File: config.mk
export PLATFORM = sky130hd
export DESIGN_NAME = mem_arbiter
export DESIGN_NICKNAME = d
export VERILOG_FILES = /design/src/rtl/mem_arbiter_pkg.sv /design/src/rtl/mem_arbiter_pick.sv /design/src/rtl/mem_arbiter.sv
export SDC_FILE = /design/constraint.sdc
export NUM_CORES = 1
export LEC_CHECK = 0
export ABC_CLOCK_PERIOD_IN_PS = 1800
export BUFFER_PORTS_ARGS = -buffer_cell sky130_fd_sc_hd__buf_2
export CORE_AREA = 2 2 132 134
export CTS_CLUSTER_DIAMETER = 200
export DETAILED_ROUTE_END_ITERATION = 8
export DIE_AREA = 0 0 134 136
export PLACE_DENSITY = 0.75
export SLEW_MARGIN = 20
export SYNTH_ARGS = -nofsm -noshare
export SYNTH_HDL_FRONTEND = slang
export SYNTH_SLANG_ARGS = --single-unit
export TNS_END_PERCENT = 100
File: constraint.sdc
create_clock -name clk_in -period 1.8 [get_ports clk_in]
set_input_delay 0.18 -clock clk_in [delete_from_list [all_inputs] [get_ports clk_in]]
set_output_delay 0.18 -clock clk_in [all_outputs]
set_load 0.005 [all_outputs]
File: src/rtl/mem_arbiter_pkg.sv
// Shared definitions for the memory arbiter: owner codes (match the controller's
// task_src encoding), FSM state encoding and access-type codes.
package mem_arb_defs;

  localparam logic [1:0] OWN_NONE = 2'b00;
  localparam logic [1:0] OWN_LSB  = 2'b01;
  localparam logic [1:0] OWN_IC   = 2'b10;
  localparam logic [1:0] OWN_PF   = 2'b11;

  typedef enum logic [1:0] {
    ST_IDLE  = 2'b00,
    ST_ISSUE = 2'b01,
    ST_WAIT  = 2'b10
  } state_e;

  localparam logic [2:0] TYPE_W  = 3'b000;
  localparam logic [2:0] TYPE_HU = 3'b001;
  localparam logic [2:0] TYPE_BU = 3'b010;
  localparam logic [2:0] TYPE_H  = 3'b101;
  localparam logic [2:0] TYPE_B  = 3'b110;

  // Instruction-side owners (IC, PF) are the only ones a flush may kill.
  function automatic logic is_fetch_owner(input logic [1:0] owner);
    return owner[1];
  endfunction

endpackage

File: src/rtl/mem_arbiter_pick.sv
// Fixed-priority winner selection (LSB > IC > PF) with IC starvation override.
module mem_arb_pick
  import mem_arb_defs::*;
(
  input  logic       lsb_v,
  input  logic       ic_v,
  input  logic       pf_v,
  input  logic       starve,
  output logic [1:0] winner
);

  // Priority encode the already-masked requests.
  always_comb begin
    winner = OWN_NONE;
    if (ic_v && starve) begin
      winner = OWN_IC;
    end else if (lsb_v) begin
      winner = OWN_LSB;
    end else if (ic_v) begin
      winner = OWN_IC;
    end else if (pf_v) begin
      winner = OWN_PF;
    end else begin
      winner = OWN_NONE;
    end
  end

endmodule

File: src/rtl/mem_arbiter.sv
// Arbitrates LSB/IC/PF requests onto the single memory-controller interface.
// Optional perf counters are built when MEM_ARB_PERF_EN is defined.
module mem_arbiter
  import mem_arb_defs::*;
#(
  parameter int STARVE_LIMIT = 4,
  parameter int STARVE_W     = 3
) (
  input  logic        clk_in,
  input  logic        rst_in,
  input  logic        rdy_in,
  input  logic        lsb_req,
  input  logic [31:0] lsb_addr,
  input  logic [31:0] lsb_wdata,
  input  logic        lsb_r_nw,
  input  logic [2:0]  lsb_type,
  output logic        lsb_done,
  output logic [31:0] lsb_rdata,
  input  logic        ic_req,
  input  logic [31:0] ic_addr,
  output logic        ic_done,
  output logic [31:0] ic_rdata,
  input  logic        pf_req,
  input  logic [31:0] pf_addr,
  output logic        pf_done,
  output logic [31:0] pf_rdata,
  input  logic        flush_in,
  output logic        mc_activate,
  output logic [31:0] mc_addr,
  output logic [31:0] mc_wdata,
  output logic        mc_r_nw,
  output logic [2:0]  mc_type,
  input  logic        mc_ready,
  input  logic        mc_data_available,
  input  logic [31:0] mc_data_out,
  output logic [1:0]  owner_out
`ifdef MEM_ARB_PERF_EN
  ,
  output logic [31:0] perf_lsb_grants,
  output logic [31:0] perf_ic_grants,
  output logic [31:0] perf_pf_grants,
  output logic [31:0] perf_stall_cycles
`endif
);

  state_e              state_r;
  logic [1:0]          owner_r;
  logic [31:0]         addr_r;
  logic [31:0]         wdata_r;
  logic                r_nw_r;
  logic [2:0]          type_r;
  logic                kill_r;
  logic [STARVE_W-1:0] ic_cnt_r;
  logic [STARVE_W-1:0] ic_cnt_nxt_s;
  logic                lsb_done_r;
  logic                ic_done_r;
  logic                pf_done_r;
  logic [31:0]         lsb_rdata_r;
  logic [31:0]         ic_rdata_r;
  logic [31:0]         pf_rdata_r;

  logic                lsb_v_s;
  logic                ic_v_s;
  logic                pf_v_s;
  logic                starve_s;
  logic [1:0]          winner_s;
  logic                kill_now_s;
  logic                complete_s;
  logic                idle_s;

  // Request masking, starvation flag and completion detection.
  always_comb begin
    idle_s     = (state_r == ST_IDLE);
    lsb_v_s    = lsb_req & ~lsb_done_r;
    ic_v_s     = ic_req & ~ic_done_r & ~flush_in;
    pf_v_s     = pf_req & ~pf_done_r & ~flush_in;
    starve_s   = (ic_cnt_r >= STARVE_W'(STARVE_LIMIT));
    kill_now_s = kill_r | (flush_in & is_fetch_owner(owner_r));
    complete_s = 1'b0;
    if (state_r == ST_ISSUE) begin
      complete_s = mc_ready & mc_data_available;
    end else if (state_r == ST_WAIT) begin
      complete_s = mc_data_available;
    end else begin
      complete_s = 1'b0;
    end
  end

  mem_arb_pick u_pick (
    .lsb_v  (lsb_v_s),
    .ic_v   (ic_v_s),
    .pf_v   (pf_v_s),
    .starve (starve_s),
    .winner (winner_s)
  );

  // IC aging counter next value; a flush wipes accumulated credit.
  always_comb begin
    ic_cnt_nxt_s = ic_cnt_r;
    if (flush_in) begin
      ic_cnt_nxt_s = {STARVE_W{1'b0}};
    end else if (idle_s && (winner_s == OWN_IC)) begin
      ic_cnt_nxt_s = {STARVE_W{1'b0}};
    end else if (idle_s && ((winner_s == OWN_LSB) || (winner_s == OWN_PF)) && ic_req &&
                 (ic_cnt_r != {STARVE_W{1'b1}})) begin
      ic_cnt_nxt_s = ic_cnt_r + {{(STARVE_W-1){1'b0}}, 1'b1};
    end else begin
      ic_cnt_nxt_s = ic_cnt_r;
    end
  end

  // Arbitration FSM with latched request and registered responses.
  always_ff @(posedge clk_in) begin
    if (rst_in) begin
      state_r     <= ST_IDLE;
      owner_r     <= OWN_NONE;
      addr_r      <= 32'h0000_0000;
      wdata_r     <= 32'h0000_0000;
      r_nw_r      <= 1'b1;
      type_r      <= TYPE_W;
      kill_r      <= 1'b0;
      ic_cnt_r    <= {STARVE_W{1'b0}};
      lsb_done_r  <= 1'b0;
      ic_done_r   <= 1'b0;
      pf_done_r   <= 1'b0;
      lsb_rdata_r <= 32'h0000_0000;
      ic_rdata_r  <= 32'h0000_0000;
      pf_rdata_r  <= 32'h0000_0000;
    end else if (rdy_in) begin
      lsb_done_r <= 1'b0;
      ic_done_r  <= 1'b0;
      pf_done_r  <= 1'b0;
      ic_cnt_r   <= ic_cnt_nxt_s;
      case (state_r)
        ST_IDLE: begin
          if (winner_s != OWN_NONE) begin
            state_r <= ST_ISSUE;
            owner_r <= winner_s;
            kill_r  <= 1'b0;
          end
          case (winner_s)
            OWN_LSB: begin
              addr_r  <= lsb_addr;
              wdata_r <= lsb_wdata;
              r_nw_r  <= lsb_r_nw;
              type_r  <= lsb_type;
            end
            OWN_IC: begin
              addr_r  <= ic_addr;
              wdata_r <= 32'h0000_0000;
              r_nw_r  <= 1'b1;
              type_r  <= TYPE_W;
            end
            OWN_PF: begin
              addr_r  <= pf_addr;
              wdata_r <= 32'h0000_0000;
              r_nw_r  <= 1'b1;
              type_r  <= TYPE_W;
            end
            default: begin
              addr_r <= addr_r;
            end
          endcase
        end
        ST_ISSUE: begin
          // Once accepted, the response must be drained even if flushed.
          if (mc_ready) begin
            if (mc_data_available) begin
              state_r <= ST_IDLE;
              owner_r <= OWN_NONE;
              kill_r  <= 1'b0;
            end else begin
              state_r <= ST_WAIT;
              kill_r  <= kill_now_s;
            end
          end else if (flush_in && is_fetch_owner(owner_r)) begin
            state_r <= ST_IDLE;
            owner_r <= OWN_NONE;
            kill_r  <= 1'b0;
          end
        end
        ST_WAIT: begin
          if (mc_data_available) begin
            state_r <= ST_IDLE;
            owner_r <= OWN_NONE;
            kill_r  <= 1'b0;
          end else if (flush_in && is_fetch_owner(owner_r)) begin
            kill_r <= 1'b1;
          end
        end
        default: begin
          state_r <= ST_IDLE;
          owner_r <= OWN_NONE;
          kill_r  <= 1'b0;
        end
      endcase
      if (complete_s && !kill_now_s) begin
        case (owner_r)
          OWN_LSB: begin
            lsb_done_r  <= 1'b1;
            lsb_rdata_r <= mc_data_out;
          end
          OWN_IC: begin
            ic_done_r  <= 1'b1;
            ic_rdata_r <= mc_data_out;
          end
          OWN_PF: begin
            pf_done_r  <= 1'b1;
            pf_rdata_r <= mc_data_out;
          end
          default: begin
            lsb_done_r <= 1'b0;
          end
        endcase
      end
    end
  end

  assign mc_activate = (state_r == ST_ISSUE);
  assign mc_addr     = addr_r;
  assign mc_wdata    = wdata_r;
  assign mc_r_nw     = r_nw_r;
  assign mc_type     = type_r;
  assign owner_out   = owner_r;
  assign lsb_done    = lsb_done_r;
  assign ic_done     = ic_done_r;
  assign pf_done     = pf_done_r;
  assign lsb_rdata   = lsb_rdata_r;
  assign ic_rdata    = ic_rdata_r;
  assign pf_rdata    = pf_rdata_r;

`ifdef MEM_ARB_PERF_EN
  logic [31:0] perf_lsb_r;
  logic [31:0] perf_ic_r;
  logic [31:0] perf_pf_r;
  logic [31:0] perf_stall_r;

  // Saturating grant and stall counters.
  always_ff @(posedge clk_in) begin
    if (rst_in) begin
      perf_lsb_r   <= 32'h0000_0000;
      perf_ic_r    <= 32'h0000_0000;
      perf_pf_r    <= 32'h0000_0000;
      perf_stall_r <= 32'h0000_0000;
    end else if (rdy_in) begin
      if (idle_s && (winner_s == OWN_LSB) && (perf_lsb_r != 32'hFFFF_FFFF)) begin
        perf_lsb_r <= perf_lsb_r + 32'h0000_0001;
      end
      if (idle_s && (winner_s == OWN_IC) && (perf_ic_r != 32'hFFFF_FFFF)) begin
        perf_ic_r <= perf_ic_r + 32'h0000_0001;
      end
      if (idle_s && (winner_s == OWN_PF) && (perf_pf_r != 32'hFFFF_FFFF)) begin
        perf_pf_r <= perf_pf_r + 32'h0000_0001;
      end
      if ((state_r == ST_ISSUE) && !mc_ready && (perf_stall_r != 32'hFFFF_FFFF)) begin
        perf_stall_r <= perf_stall_r + 32'h0000_0001;
      end
    end
  end

  assign perf_lsb_grants   = perf_lsb_r;
  assign perf_ic_grants    = perf_ic_r;
  assign perf_pf_grants    = perf_pf_r;
  assign perf_stall_cycles = perf_stall_r;
`endif

endmodule

==> results by group, run 1 <==
Setup path
  • Reg2reg path depth: 9
  • CP Data Required Time: 2090 ps
  • R2R Path End: ic_rdata[2]$_SDFFE_PP0P_
  • Startpoint class of the critical path: flop
  • Worst setup endpoint: ic_rdata[2]$_SDFFE_PP0P_
  • RR Startpoint: state_r[1]$_SDFFE_PP0P_
  • Arrival time at the worst endpoint: 2210 ps
  • WS Path Type: reg -> reg
  • FF-to-FF setup slack: -130 ps
  • Worst-path fanout max: 5
  • Setup crit end kind: flop
  • Crit. Startpoint: state_r[1]$_SDFFE_PP0P_

Global route
  • Pin count of the biggest net entering global routing: 102
  • Vias in the first global route: 6,852
  • First-pass GRT wire length: 35.2 mm
  • GRT Residual Overflow: 0
  • Initial antenna violation count: 6
  • GR Util All Layers: 24.2%

Power and ir drop
  • Static Leak: 5.41 nW
  • Pwr Density: 874 mW/mm2
  • IR Drop Worst-Case VDD: 586 uV

Logic synthesis
  • Synth Area in Compound Gates: 16.7%
  • Synth Flop Type: dfxtp_1
  • Mean area per synthesized cell: 8.57 um2
  • Largest family of logic cells by synthesized area: simple AND/OR/NAND/NOR gates
  • Top cell type's share of synthesized area: 50.1%
  • Post-Synthesis Cells: 815
  • Mapped Area: 0.00699 mm2
  • Ranking of synthesized cells by area: dfxtp_1 50%, mux2i_1 9.3%, a21oi_1 7.7%
  • Synth Area in Simple Gates: 17.8%
  • Post-synth top cells: 175 x dfxtp_1, 137 x nand2_1, 107 x a21oi_1
  • Most common cell in the netlist: dfxtp_1
  • Synth area leader: dfxtp_1
  • Synth Register Bits: 175
  • Synth async-reset ratio: 0%
  • Synth Net Count: 995
  • Post-synthesis sequential area ratio: 50.1%
  • Yosys warning count: 0
  • Mux share of post-synthesis cell area: 9.47%
  • Post-synth EDFFs: 0
  • Count of cell types in the netlist: 41
  • Xor/xnor share of the synthesized area: 0%
  • Synth Area in Adders: 1.25%

Flow run
  • MaxCap Viol Count: 0

Timing
  • Tmin final: 1930 ps
  • Post-route clock skew: 12.0 ps
  • Final setup fails: 90
  • Final WS setup: -126 ps
  • Final count of pins violating max slew: 0
  • Tightest Pin Transition: 456 ps
  • Unrepaired setup endpoints after global routing: yes
  • Period utilization: 107%
  • Max_slew headroom: 69.6%
  • Final hold violations: 0
  • Hold WS: 21.2 ps
  • Peak Freq: 0.519 GHz
  • Setup_tns: -5100 ps

Outcome
  • Failing checks: negative setup slack
  • Outcome: complete, but fails checks

Detailed routing
  • Drt drc: 0
  • Router iterations before antenna repair: 5
  • Drt total wl: 25.4 mm
  • Post-DRT Antenna Nets: 0
  • Via count: 7,482
  • WL/cell: 17.7 um
  • Via/cell ratio: 5.22
  • Initial drt markers: 319

Finish
  • Fin cells: 1,432
  • Nets: 1,370
  • Area delta synth->final: 53.4%
  • Layout cells sized above 1: 41.7%
  • Layout Utilization: 63.5%

Hold path
  • HP Start: lsb_addr[20]
  • Hold Crit Class: in -> reg

Placement
  • Placed insts: 1,351
  • Port buffer count: 342
  • Routability cong.: 0.846
  • Final HPWL DP: 15.7 mm

Clock network
  • Max H-tree Level: 4
  • Clock Latency Late Sink: 420 ps
  • TritonCTS clock tree: yes
  • Max Root-Sink Buffers: 2
  • CTS buffer count: 17
  • Sink Count: 175
  • Root buf cell: clkbuf_16
  • Clk slew on worst S/H paths: 70 ps

Die
  • Die Y: 136 um
  • Initial core utilization: 41.4%
  • Io pins: 343
  • Die area: 0.0182 mm2
  • Row cnt: 48
  • Die width: 134 um
  • Core footprint: 0.0169 mm2
-- layout make-up --
class | count | area (um2)
Clock inverter | 12 | 144
Multi-Input combinational cell | 566 | 3420
Inverter | 7 | 28.8
Clock buffer | 20 | 467
Antenna cell | 4 | 10.0
Tap cell | 225 | 282
Fill cell | 1411 | 6160
Timing Repair Buffer | 423 | 2850
Sequential cell | 175 | 3510
-- stage by stage --
stage | instance area, um2 | worst slack [ps] | total power [mW]
2_1_floorplan | 7050 | 5.70 | 4.79
6_report | 10700 | -126 | 9.37
3_3_place_gp | 9130 | -52.2 | 5.39
3_5_place_dp | 9130 | -117 | 5.41
4_1_cts | 10100 | -60.4 | 9.27
5_1_grt | 10700 | -180 | 9.75
-- cells in the final DEF, fill, tap and decap left out, types with 6 or more instances in the layout --
cell	count
a21oi_1	101
dlygate4sd3_1	16
buf_2	341
buf_4	27
clkbuf_16	30
buf_6	9
nand2_1	108
a21oi_2	6
nand2_4	7
nand2_2	22
o21ai_0	37
mux2i_1	65
a311oi_1	32
nand3_1	37
buf_12	13
dfxtp_1	172
nor2_1	103
-- cell families after synthesis --
kind of cell,after synthesis
compound gates,194
buf+inv,74
simple gates,299
fa+ha+maj,7
flops,175
mux,66
-- sequential cells by signal (all words and copies together) (netlist names) --
name	flops
kill_r	1
mc_r_nw	1
ic_rdata	32
pf_rdata	32
owner_out	2
lsb_rdata	32
ic_cnt_r	3
state_r	2
mc_type	3
mc_addr	32
mc_wdata	32
ic_done	1
pf_done	1
lsb_done	1
-- routing by layer --
| metal | up-vias | global-route usage (%) | share of wire [%] |
|---|---|---|---|
| met4 | 0 | 7.80 | 2.4 |
| met5 | - | 0 | 0 |
| met2 | 347 | 42.6 | 52 |
| met3 | 40 | 5.97 | 7.5 |
| li1 | 3557 | - | - |
| met1 | 3538 | 29.0 | 38 |
-- critical path, cell delays in order, from the launching register on --
cell       delay [ps]
dfxtp_4           380
inv_4              40
ha_4              150
mux2_4            290
and3_4            180
nand4b_1          130
buf_6             190
clkbuf_16         170
mux2i_1           220
nor2_1             50
-- repair_timing --
action,CTS,global route
setup endpoints to repair,70,173
endpoints found under the hold margin,16,0
hold buffers,16,0
resized for setup,14,66
buffers inserted,5,6
cloned,4,16
pin swaps,6,36
-- power breakdown --
part / internal [mW] / switching, mW
sequential: 4.03 / 0.0875
clock: 2.19 / 1.61
combinational: 0.704 / 0.748
-- worst min-delay path by stage --
stage	to	slack, ps	cells past startpoint
final	mc_addr[20]$_SDFFE_PP0P_	20	3
after global routing	mc_wdata[8]$_SDFFE_PP0P_	5	3
after CTS	mc_wdata[6]$_SDFFE_PP0P_	0.2	3
after detailed placement	mc_wdata[21]$_SDFFE_PP0P_	440	2
after global placement	mc_wdata[18]$_SDFFE_PP0P_	440	2
after floorplan	pf_rdata[0]$_SDFFE_PP0P_	320	2
No activity file was read; power rests on OpenSTA's default activity.
==> inputs of run 2 (changes only) <==
Settings changed: RECOVER_POWER from default to 50.
==> results by group, run 2 (same netlist as run 1, synthesis figures left out) <==
Detailed routing
  • Routed metal-1 wirelength: 9.72 mm
  • Drt drc: 0
  • WL/cell: 17.8 um
  • Routed wl met3: 1.94 mm
  • Met2 WL: 13.2 mm
  • Drt total wl: 25.5 mm
  • Initial drt markers: 300
  • Via count: 7,489
  • Router iterations before antenna repair: 4
  • Post-DRT Antenna Nets: 0
  • Via/cell ratio: 5.23
  • Highest routed layer: met4

Clock network
  • Max Root-Sink Buffers: 2
  • TritonCTS clock tree: yes
  • CTS buffer count: 17
  • Clock Latency Late Sink: 420 ps
  • Max H-tree Level: 4
  • Clk slew on worst S/H paths: 70 ps
  • Sink Count: 175
  • Root buf cell: clkbuf_16

Global route
  • First-pass GRT wire length: 35.2 mm
  • Pin count of the biggest net entering global routing: 102
  • Initial antenna violation count: 6
  • GRT Residual Overflow: 0
  • GR Util All Layers: 24.2%
  • Vias in the first global route: 6,852

Timing
  • Peak Freq: 0.519 GHz
  • Final hold violations: 0
  • Tmin final: 1930 ps
  • Max_slew headroom: 69.7%
  • Tightest Pin Transition: 455 ps
  • Post-route clock skew: 12.2 ps
  • Period utilization: 107%
  • Final WS setup: -126 ps
  • Final setup fails: 90
  • Final count of pins violating max slew: 0
  • Unrepaired setup endpoints after global routing: yes

Placement
  • Placed insts: 1,351
  • Pre-CTS setup slack: -117 ps
  • Port buffer count: 342
  • Final HPWL DP: 15.7 mm
  • Routability cong.: 0.846

Setup path
  • Critical-path cell list: inv_4, ha_4, mux2_4, and3_4, nand4b_1, buf_6, clkbuf_16, mux2i_1, nor2_1
  • R2R Path End: ic_rdata[2]$_SDFFE_PP0P_
  • CP max stage delay: 380 ps
  • CP Data Required Time: 2090 ps
  • FF-to-FF setup slack: -130 ps
  • WS Path Type: reg -> reg
  • RR Startpoint: state_r[1]$_SDFFE_PP0P_
  • Worst-path fanout max: 5
  • Arrival time at the worst endpoint: 2210 ps
  • Startpoint class of the critical path: flop
  • Reg2reg path depth: 9
  • Setup crit end kind: flop
  • Crit-path slowest cell: dfxtp_4

Finish
  • Layout cells sized above 1: 35.9%
  • Layout Utilization: 63.0%
  • Most frequent cells in the layout: 271 x buf_2, 172 x dfxtp_1, 108 x nand2_1, 103 x nor2_1, 101 x a21oi_1
  • Commonest non-fill, non-tap cell in the layout: buf_2
  • Nets: 1,370
  • Fin cells: 1,432
  • Fillers: 1,448
  • Area delta synth->final: 52.1%

Die
  • Die Y: 136 um
  • Initial core utilization: 41.4%
  • Die area: 0.0182 mm2
  • Die width: 134 um
  • Core footprint: 0.0169 mm2
  • Io pins: 343
  • Row cnt: 48

Hold path
  • Hold EP: mc_addr[20]$_SDFFE_PP0P_
  • Hold Crit Class: in -> reg
  • Hold depth: 3
  • HP Start: lsb_addr[20]

Power and ir drop
  • IR Drop Worst-Case VDD: 586 uV
  • Pwr Density: 880 mW/mm2
  • Static Leak: 5.12 nW

Outcome
  • Outcome: complete, but fails checks
  • Failing checks: negative setup slack

Flow run
  • MaxCap Viol Count: 0
==> run 2: layer usage <==
layer	vias to the layer above	global-route usage, %
met5	-	0
met4	0	7.80
met3	40	5.97
met2	358	42.6
met1	3531	29.0
li1	3560	-
==> run 2: metrics by stage <==
| stage | area [um2] | hold WS (ps) | power [mW] | setup TNS, ps |
|---|---|---|---|---|
| 2_1_floorplan | 7050 | 316 | 4.79 | 0 |
| 3_5_place_dp | 9130 | 440 | 5.41 | -5080 |
| 4_1_cts | 10100 | 0.223 | 9.27 | -3770 |
| 5_1_grt | 10600 | 5.25 | 9.73 | -10820 |
| 6_report | 10600 | 21.9 | 9.35 | -5070 |
| 3_3_place_gp | 9130 | 435 | 5.39 | -1840 |
==> run 2: worst max-delay path by stage <==
stage / endpoint / cells past startpoint / start
2_1_floorplan: pf_done$_SDFFE_PP0P_ / 9 / state_r[1]$_SDFFE_PP0P_
5_1_grt: ic_rdata[2]$_SDFFE_PP0P_ / 9 / state_r[1]$_SDFFE_PP0P_
4_1_cts: ic_rdata[17]$_SDFFE_PP0P_ / 8 / state_r[0]$_SDFFE_PP0P_
3_5_place_dp: ic_rdata[19]$_SDFFE_PP0P_ / 8 / state_r[0]$_SDFFE_PP0P_
6_report: ic_rdata[2]$_SDFFE_PP0P_ / 9 / state_r[1]$_SDFFE_PP0P_
3_3_place_gp: ic_rdata[26]$_SDFFE_PP0P_ / 8 / state_r[0]$_SDFFE_PP0P_
==> run 2: critical path: cells and delay by family (launching register included) <==
family	cells	cell delay [ps]
adders and majority gates	1	150
buffers and inverters	3	400
DFF	1	380
muxes	2	510
and+or+nand+nor	3	360
==> run 2: where the power goes <==
part	switching, mW	internal [mW]	leakage, nW
logic	0.749	0.686	3.40
registers	0.0897	4.03	1.42
clock network	1.61	2.19	0.296
total	2.45	6.90	5.12
==> run 2: timing repair <==
action,CTS,global route
endpoints found under the hold margin,16,0
pin swaps,6,36
gates cloned,4,16
hold buffers,16,0
gates resized for setup,14,66
setup buffers,5,6
endpoints found under the setup margin,70,173
==> run 2: final cells by class <==
cell class | count | area, um2 | share of cell area [%]
Antenna cell | 4 | 10.0 | 0.0942
Clock buffer | 20 | 467 | 4.39
Clock inverter | 12 | 144 | 1.35
Inverter | 7 | 28.8 | 0.271
Multi-Input combinational cell | 566 | 3420 | 32.2
Sequential cell | 175 | 3510 | 33.0
Tap cell | 225 | 282 | 2.65
Timing Repair Buffer | 423 | 2770 | 26.0
==> inputs of run 3 (changes only) <==
Settings changed: ABC_CLOCK_PERIOD_IN_PS 1800 to default, CORE_AREA 2 2 132 134 to default, CORE_UTILIZATION from default to 42, DIE_AREA 0 0 134 136 to default, PLACE_DENSITY 0.75 to 0.77, SYNTH_HIERARCHICAL from default to 1.
==> results by group, run 3 <==
Setup path
  • Startpoint class of the critical path: flop
  • CP Data Required Time: 2090 ps
  • Reg2reg path depth: 8
  • CP max stage delay: 560 ps
  • Arrival time at the worst endpoint: 2260 ps
  • Critical-path cell list: inv_4, ha_4, mux2i_4, buf_6, or4b_4, buf_12, nand2_1, a21oi_1
  • WS Path Type: reg -> reg
  • FF-to-FF setup slack: -170 ps
  • RR Startpoint: state_r[1]$_SDFFE_PP0P_
  • Worst-path fanout max: 17
  • R2R Path End: lsb_rdata[9]$_SDFFE_PP0P_
  • Setup crit end kind: flop
  • Crit-path slowest cell: or4b_4

Flow run
  • MaxCap Viol Count: 0

Clock network
  • Max H-tree Level: 4
  • Sink Count: 175
  • Root buf cell: clkbuf_16
  • CTS buffer count: 17
  • Max Root-Sink Buffers: 2
  • TritonCTS clock tree: yes
  • Clk slew on worst S/H paths: 70 ps
  • Clock Latency Late Sink: 420 ps

Finish
  • Layout cells sized above 1: 39.7%
  • Fillers: 1,360
  • Final Instance Area: 0.0109 mm2
  • Layout Utilization: 65.7%
  • Commonest non-fill, non-tap cell in the layout: buf_2
  • Most frequent cells in the layout: 289 x buf_2, 171 x dfxtp_1, 168 x nor2_1, 90 x mux2i_1, 88 x a21oi_1
  • Area delta synth->final: 52.5%
  • Nets: 1,372

Global route
  • Grt met2 use: 42.8%
  • First-pass GRT wire length: 34.4 mm
  • GRT met3 Usage: 7.47%
  • GR Util All Layers: 24.8%
  • M1 GR Usage: 28.9%
  • Busiest metal layer after global routing: met2
  • Initial antenna violation count: 2
  • Pin count of the biggest net entering global routing: 98
  • Vias in the first global route: 6,729
  • GRT Residual Overflow: 0

Hold path
  • Hold Crit Class: in -> reg
  • HP Start: mc_data_out[23]
  • Hold depth: 3
  • Hold EP: lsb_rdata[23]$_SDFFE_PP0P_

Detailed routing
  • Via count: 7,276
  • WL/cell: 16.8 um
  • Router iterations before antenna repair: 5
  • Initial drt markers: 315
  • Drt total wl: 23.9 mm
  • Via/cell ratio: 5.10
  • Drt drc: 0
  • Post-DRT Antenna Nets: 0

Placement
  • Final HPWL DP: 15.4 mm
  • Placed Instance Area: 0.00945 mm2
  • Port buffer count: 342
  • Routability cong.: 0.878

Logic synthesis
  • Synth Flop Type: dfxtp_1
  • Count of cell types in the netlist: 36
  • Synth area leader: dfxtp_1
  • Most common cell in the netlist: dfxtp_1
  • Synth Area in Compound Gates: 12.3%
  • Mean area per synthesized cell: 8.87 um2
  • Yosys warning count: 6
  • Ranking of synthesized cells by area: dfxtp_1 49%, mux2i_1 14%, nor2_1 8.8%
  • Largest family of logic cells by synthesized area: simple AND/OR/NAND/NOR gates
  • Post-synth EDFFs: 0
  • Top cell type's share of synthesized area: 48.9%
  • Synth Net Count: 989
  • Synth Area in Adders: 1.40%
  • Synth async-reset ratio: 0%
  • Synth Register Bits: 175
  • Post-synthesis sequential area ratio: 48.9%
  • Post-synth top cells: 175 x dfxtp_1, 169 x nor2_1, 106 x a21oi_1
  • Xor/xnor share of the synthesized area: 0%
  • Synth Area in Simple Gates: 18.8%
  • Post-Synthesis Cells: 808
  • Mux share of post-synthesis cell area: 14.1%
  • Mapped Area: 0.00717 mm2

Timing
  • Final WS setup: -171 ps
  • Final count of pins violating max slew: 0
  • Final setup fails: 158
  • Post-route clock skew: 9.69 ps
  • Tmin final: 1970 ps
  • Max_slew headroom: 71.1%
  • Hold WS: 21.9 ps
  • Peak Freq: 0.507 GHz
  • Final hold violations: 0
  • Period utilization: 110%
  • Unrepaired setup endpoints after global routing: yes
  • Tightest Pin Transition: 428 ps

Die
  • Die Y: 133 um
  • Die width: 133 um
  • Initial core utilization: 43.1%
  • Io pins: 343
  • Core footprint: 0.0166 mm2
  • Row cnt: 47
  • Die area: 0.0176 mm2

Power and ir drop
  • Pwr Density: 846 mW/mm2
  • Overall power: 9.25 mW
  • IR Drop Worst-Case VDD: 626 uV
  • Static Leak: 5.10 nW

Outcome
  • Outcome: complete, but fails checks
  • Failing checks: negative setup slack
-- run 3: worst max path at each step --
| stage | start | cells past startpoint | to | slack [ps] |
|---|---|---|---|---|
| after floorplan | state_r[1]$_SDFFE_PP0P_ | 8 | pf_rdata[10]$_SDFFE_PP0P_ | -30 |
| after global placement | flush_in | 9 | mc_addr[24]$_SDFFE_PP0P_ | -190 |
| after detailed placement | flush_in | 9 | mc_addr[24]$_SDFFE_PP0P_ | -330 |
| after CTS | pf_done$_SDFFE_PP0P_ | 9 | mc_wdata[27]$_SDFFE_PP0P_ | -90 |
| after global routing | state_r[1]$_SDFFE_PP0P_ | 8 | lsb_rdata[9]$_SDFFE_PP0P_ | -220 |
| final | state_r[1]$_SDFFE_PP0P_ | 8 | lsb_rdata[9]$_SDFFE_PP0P_ | -170 |
-- run 3: logic make-up after synthesis --
group	Yosys count
compound gates	152
fa+ha+maj	8
buf+inv	73
flops	175
mux	101
simple gates	299
-- run 3: area by class of cell --
class | count | area [um2] | share of cell area [%]
inverter | 7 | 28.8 | 0.263
clock inverter | 15 | 191 | 1.75
clock buffer | 17 | 425 | 3.89
sequential | 175 | 3510 | 32.1
antenna | 2 | 5.00 | 0.0458
timing repair buffer | 430 | 2770 | 25.3
tap | 220 | 275 | 2.52
multi-input combinational | 560 | 3730 | 34.1
-- run 3: stage by stage --
step	setup WS, ps	TNS [ps]	std cells
after floorplan	-28.3	-800	808
after global placement	-194	-20650	1355
after detailed placement	-326	-25190	1355
after CTS	-89.2	-4130	1417
after global routing	-217	-22060	1426
final	-171	-10030	1426
-- run 3: worst max-delay path: cells and delay by family (launching register included) --
family	cells	cell delay [ps]
AND/OR/NAND/NOR	2	660
flip-flops	1	370
buffers and inverters	3	370
multiplexers	1	190
adder cells (fa/ha/maj)	1	160
AO/OA/AOI/OAI	1	80
-- run 3: layer usage --
layer  wire, um  vias to the layer above
li1           -                     3530
met1       9530                     3380
met2      12100                      326
met3       1860                       40
met4        478                        0
met5          0                        -
-- run 3: repair_timing --
item,CTS,global route
cloned,6,6
endpoints found under the setup margin,174,174
pin swaps,6,34
endpoints found under the hold margin,12,0
hold buffers,10,0
buffers inserted,15,2
gates resized for setup,24,73
-- run 3: power breakdown --
group	internal [mW]	leakage, nW	switching (mW)
Sequential	4.00	1.42	0.0752
Clock	2.01	0.298	1.78
Combinational	0.699	3.38	0.695
Total	6.71	5.10	2.55
